File: src/rtl/piso_serializer_pkg.sv
// Shared types for the PISO serializer.
// PISO_PARITY_EN adds a trailing even-parity bit per word.
package piso_pkg;

  localparam int unsigned PISO_DW = 16;

  typedef enum logic [1:0] {
    IDLE   = 2'd0,
    SHIFT  = 2'd1,
    PARITY = 2'd2
  } state_e;

endpackage

File: src/rtl/piso_serializer_if.sv
// Word-in / bit-out bundle of the PISO serializer.
// slave is the serializer side, master the producer/consumer side.
interface piso_serializer_if #(
  parameter int unsigned DATA_WIDTH = 16
);

  logic [DATA_WIDTH-1:0] din;
  logic                  din_valid;
  logic                  din_ready;
  logic                  dout;
  logic                  dout_valid;
  logic                  last;

  modport slave (
    input  din,
    input  din_valid,
    output din_ready,
    output dout,
    output dout_valid,
    output last
  );

  modport master (
    output din,
    output din_valid,
    input  din_ready,
    input  dout,
    input  dout_valid,
    input  last
  );

endinterface

File: src/rtl/piso_serializer.sv
// Parallel-in serial-out shifter, MSB first, valid/ready input.
// Define PISO_PARITY_EN to append an even-parity bit per word.
module piso_serializer
  import piso_pkg::*;
#(
  parameter int unsigned DATA_WIDTH = PISO_DW
) (
  input  logic clk,
  input  logic resetn,
  piso_serializer_if.slave bus
);

  localparam int unsigned CW = $clog2(DATA_WIDTH);
  localparam logic [CW-1:0] CNT_LAST = CW'(DATA_WIDTH - 1);

  state_e                state_q;
  logic [DATA_WIDTH-1:0] sreg_q;
  logic [CW-1:0]         cnt_q;
  logic [CW-1:0]         cnt_d;
  logic                  dout_q;
  logic                  dval_q;
  logic                  last_q;
  logic                  fin;
  logic                  accept;

  assign cnt_d = cnt_q + CW'(1);
  assign fin   = (state_q == SHIFT) && (cnt_q == CNT_LAST);

`ifdef PISO_PARITY_EN
  logic par_q;

  assign bus.din_ready = (state_q == IDLE) ||
                         (state_q == PARITY);
`else
  assign bus.din_ready = (state_q == IDLE) || fin;
`endif

  assign accept = bus.din_valid && bus.din_ready;

  assign bus.dout       = dout_q;
  assign bus.dout_valid = dval_q;
  assign bus.last       = last_q;

  always_ff @(posedge clk or negedge resetn) begin
    if (!resetn) begin
      state_q <= IDLE;
      sreg_q  <= '0;
      cnt_q   <= '0;
      dout_q  <= 1'b0;
      dval_q  <= 1'b0;
      last_q  <= 1'b0;
`ifdef PISO_PARITY_EN
      par_q   <= 1'b0;
`endif
    end else if (accept) begin
      state_q <= SHIFT;
      sreg_q  <= bus.din;
      cnt_q   <= '0;
      dout_q  <= bus.din[DATA_WIDTH-1];
      dval_q  <= 1'b1;
      last_q  <= 1'b0;
`ifdef PISO_PARITY_EN
      par_q   <= ^bus.din;
`endif
    end else begin
      unique case (state_q)
        SHIFT: begin
          if (!fin) begin
            sreg_q <= sreg_q << 1;
            dout_q <= sreg_q[DATA_WIDTH-2];
            cnt_q  <= cnt_d;
`ifdef PISO_PARITY_EN
            last_q <= 1'b0;
`else
            last_q <= (cnt_d == CNT_LAST);
`endif
          end else begin
`ifdef PISO_PARITY_EN
            state_q <= PARITY;
            dout_q  <= par_q;
            last_q  <= 1'b1;
`else
            state_q <= IDLE;
            dout_q  <= 1'b0;
            dval_q  <= 1'b0;
            last_q  <= 1'b0;
`endif
          end
        end
        PARITY: begin
          state_q <= IDLE;
          dout_q  <= 1'b0;
          dval_q  <= 1'b0;
          last_q  <= 1'b0;
        end
        default: begin
          state_q <= IDLE;
        end
      endcase
    end
  end

endmodule

File: src/flat_wrapper.sv
// flat-port wrapper written by rule: the top's interface ports become plain ports
module piso_serializer_flat import piso_pkg::*;
#(
  parameter int unsigned DATA_WIDTH = PISO_DW
)
  (clk, resetn, bus_din, bus_din_valid, bus_din_ready, bus_dout, bus_dout_valid, bus_last);
  piso_serializer_if #(.DATA_WIDTH(DATA_WIDTH)) bus_i ();
  input  logic clk;
  input  logic resetn;
  input wire logic [$bits(bus_i.din)-1:0] bus_din;
  input wire logic [$bits(bus_i.din_valid)-1:0] bus_din_valid;
  output wire logic [$bits(bus_i.din_ready)-1:0] bus_din_ready;
  output wire logic [$bits(bus_i.dout)-1:0] bus_dout;
  output wire logic [$bits(bus_i.dout_valid)-1:0] bus_dout_valid;
  output wire logic [$bits(bus_i.last)-1:0] bus_last;
  assign bus_i.din = bus_din;
  assign bus_i.din_valid = bus_din_valid;
  assign bus_din_ready = bus_i.din_ready;
  assign bus_dout = bus_i.dout;
  assign bus_dout_valid = bus_i.dout_valid;
  assign bus_last = bus_i.last;
  piso_serializer #(.DATA_WIDTH(DATA_WIDTH)) u_core (.clk(clk), .resetn(resetn), .bus(bus_i));
endmodule
File: config.mk
export PLATFORM = sky130hd
export DESIGN_NAME = piso_serializer_flat
export DESIGN_NICKNAME = d
export VERILOG_FILES = /design/src/rtl/piso_serializer_pkg.sv /design/src/rtl/piso_serializer_if.sv /design/src/rtl/piso_serializer.sv /design/src/flat_wrapper.sv
export SDC_FILE = /design/constraint.sdc
export NUM_CORES = 1
export LEC_CHECK = 0
export CAP_MARGIN = 0
export CORE_UTILIZATION = 50
export DETAILED_ROUTE_END_ITERATION = 16
export HOLD_SLACK_MARGIN = 0.15
export PLACE_DENSITY_LB_ADDON = 0.2
export SLEW_MARGIN = 40
export SYNTH_ARGS = -nofsm -noshare
export SYNTH_HDL_FRONTEND = slang
export SYNTH_SLANG_ARGS = --single-unit
File: constraint.sdc
create_clock -name clk -period 2.8 [get_ports clk]
set_input_delay 0.42 -clock clk [delete_from_list [all_inputs] [get_ports clk]]
set_output_delay 0.42 -clock clk [all_outputs]
set_load 0.05 [all_outputs]
==> flow_summary.json <==
{
  "status": "completed",
  "crit_chain": "ha_1, nand3_4, and2_4, inv_1, buf_4",
  "cts_tree": "yes",
  "crit_type": "flop to primary output",
  "slowest_delay_ps": 420,
  "fmax_mhz": 427,
  "area_growth_pct": 21.4,
  "fin_crit_sh_pct": 83.6,
  "fin_nets": 148,
  "firstDrtPassIters": 4,
  "globalplace.congestion": 0.709,
  "syn_avg_cell_area_um2": 10.8,
  "power.net_switching_mw": 0.449,
  "worstSetupEndpointType": "primary output",
  "slew-limit-headroom_pct": 53.5,
  "power_frac_comb_pct": 39.0,
  "grt_max_degree": 24,
  "clockBufferDepth": 2,
  "finalHoldViolCount": 0,
  "grt_pass1_wl_um": 3420,
  "synthCells": 106,
  "synth-simple-area-share_pct": 13.3,
  "cp_data_required_time_ps": 2380,
  "final_cell_mix": "dfrtp_1 (23), clkdlybuf4s50_1 (21), mux2i_1 (18)",
  "fp.coreArea_um2": 2040,
  "setup_viol": 0,
  "cts_hold_buffers": 0,
  "peakVddDrop_uv": 576,
  "r2r_cells": 4,
  "p_leak_nw": 0.642,
  "skew_ps": 1.53,
  "crit_fanout": 18,
  "seq_power_share_pct": 48.0,
  "synth-seq-area-share_pct": 50.5,
  "synth.distinct_cells": 23,
  "syn_area_um2": 1140,
  "grt_use_total_pct": 18.8,
  "cts_buffers": 3,
  "die_w_um": 49.7,
  "row_count": 16,
  "clkSinkCount": 23,
  "die_h_um": 49.7,
  "placed_cell_area_um2": 1360,
  "design_area_um2": 1380,
  "synth_mux_area_share_pct": 16.8,
  "p_int_mw": 0.720,
  "cts_resized": 0,
  "synth_compound_area_share_pct": 10.1,
  "r2r_end": "u_core.bus.dout$_DFFE_PN0P_",
  "synth_nets": 127,
  "min_path_type": "input pin to async pin",
  "synth-seq-cells": 23,
  "finalMaxSlewViolations": 0,
  "p_sw_share_pct": 38.4,
  "drv_cap": 0,
  "postCtsSetupBuffers": 0,
  "synth_top_family_by_area": "multiplexers",
  "power_mw": 1.17,
  "final_common_cell": "dfrtp_1",
  "port_buffers": 22,
  "drc": 0,
  "period_needed_ps": 2340,
  "antenna_found_initial": 0,
  "die-area_um2": 2470,
  "first_iter_violations": 12,
  "synth_xor_area_share_pct": 1.54,
  "r2r_setup_slack_ps": 1100,
  "r2r_start": "u_core.cnt_q[0]$_DFFE_PN0P_",
  "via_count": 812,
  "viasPerCell": 5.31,
  "start_util_pct": 55.8,
  "first_global_vias": 748,
  "cts_root_buf": "clkbuf_4",
  "synth_warnings": 0,
  "clockPowerShare_pct": 13.0,
  "path_clk_slew_ps": 120,
  "drtAntennaViolNets": 0,
  "ios": 23,
  "hpwl_um": 1350,
  "power_density_nw_per_um2": 844,
  "crit_family": "simple AND/OR/NAND/NOR gates",
  "clock_latency_ps": 310,
  "drive_above_1_share_pct": 7.14,
  "synthAdderAreaFrac_pct": 2.20,
  "overflow": 0,
  "fin_tns_setup_ps": 0,
  "crit_arrival_ps": 1920,
  "startpoint_type": "flop",
  "tightest_slew_ps": 697,
  "n_antenna_cell": 0,
  "avgRoutedWirePerCell_um": 13.1,
  "grt_setup_unrepaired": "no",
  "wl_um": 2010,
  "path_buf_inv": 2,
  "cp_slowest_cell": "dfrtp_1",
  "htreeDepth": 1
}
## cell families (layout without fill, tap and decap cells)
family,count (synthesis),after routing
simple gates,27,27
flops,23,23
compound gates,21,21
mux,19,19
buf+inv,12,32
fa+ha+maj,2,2
xor+xnor,2,2
## worst reg2reg max path: cells and delay by family, from the launching register on
| kind | cells | cell delay [ps] |
|---|---|---|
| AO/OA/AOI/OAI | 1 | 350 |
| AND/OR/NAND/NOR | 2 | 540 |
| adder cells (fa/ha/maj) | 1 | 290 |
| flip-flops | 1 | 420 |
## area by class of cell
type,instances,area (µm²)
clock buffers,4,26.3
fillers,187,658
inverters,4,15.0
multi-input cells,71,500
flip-flops and latches,23,576
well taps,27,33.8
repair buffers,24,233
## sequential cells by signal, summed over array words and instances, names as in the netlist
register / cells
u_core.sreg_q: 15
u_core.cnt_q: 4
u_core.bus.dout: 1
u_core.bus.dout_valid: 1
u_core.bus.last: 1
u_core.state_q: 1
## worst max-delay path by stage
stage                           startpoint                      endpoint  cells after the start  slack (ps)
4_1_cts        u_core.cnt_q[0]$_DFFE_PN0P_                 bus_din_ready                      5         460
2_1_floorplan  u_core.cnt_q[0]$_DFFE_PN0P_                 bus_din_ready                      5         970
3_5_place_dp                 bus_din_valid  u_core.sreg_q[8]$_DFFE_PN0P_                      4         780
6_report       u_core.cnt_q[0]$_DFFE_PN0P_                 bus_din_ready                      5         460
5_1_grt        u_core.cnt_q[0]$_DFFE_PN0P_                 bus_din_ready                      5         350
3_3_place_gp                 bus_din_valid  u_core.sreg_q[7]$_DFFE_PN0P_                      4         830
## through the flow
stage / worst slack [ps] / hold WS, ps / utilization (%) / instances
3_5_place_dp: 779 / 481 / 66.5 / 149
6_report: 460 / 450 / 67.8 / 153
3_3_place_gp: 831 / 468 / 66.5 / 149
4_1_cts: 463 / 455 / 67.8 / 153
5_1_grt: 348 / 465 / 67.8 / 153
2_1_floorplan: 968 / 124 / - / 106
## cells in the mapped netlist
cell      count  share of area [%]
o21ai_0      14                6.1
o21ai_1       1               0.44
buf_2         3                1.3
a21oi_1       3                1.3
and2b_1       1               0.66
mux2i_1      18                 16
and2_4        1               0.77
dfrtp_1      23                 50
nand2_1       2               0.66
buf_6         2                2.0
nand2b_1      2                1.1
nand3_4       1                1.5
a221o_1       1               0.88
clkbuf_1      3               0.99
ha_1          2                2.2
xor2_1        2                1.5
a22o_1        1               0.77
nor2b_1       1               0.55
nand3_1      16                7.0
o22ai_1       1               0.55
nor2_1        3               0.99
inv_1         4                1.3
mux2_2        1               0.99
## power groups by stage
stage          Combinational, mW  Clock [mW]  Sequential (mW)
3_3_place_gp               0.448           0            0.565
6_report                   0.456       0.152            0.560
2_1_floorplan              0.318           0            0.593
5_1_grt                    0.507       0.171            0.576
4_1_cts                    0.461       0.158            0.561
3_5_place_dp               0.459           0            0.569
## per-layer routing
layer  up-vias  routed length, µm  track usage (%)
li1        411                  -                -
met1       380                981             24.6
met2        17                898             29.3
met3         4                 80             3.70
met4         0                 45             10.0
met5         -                  0                0
(Power assumes the default switching activity.)
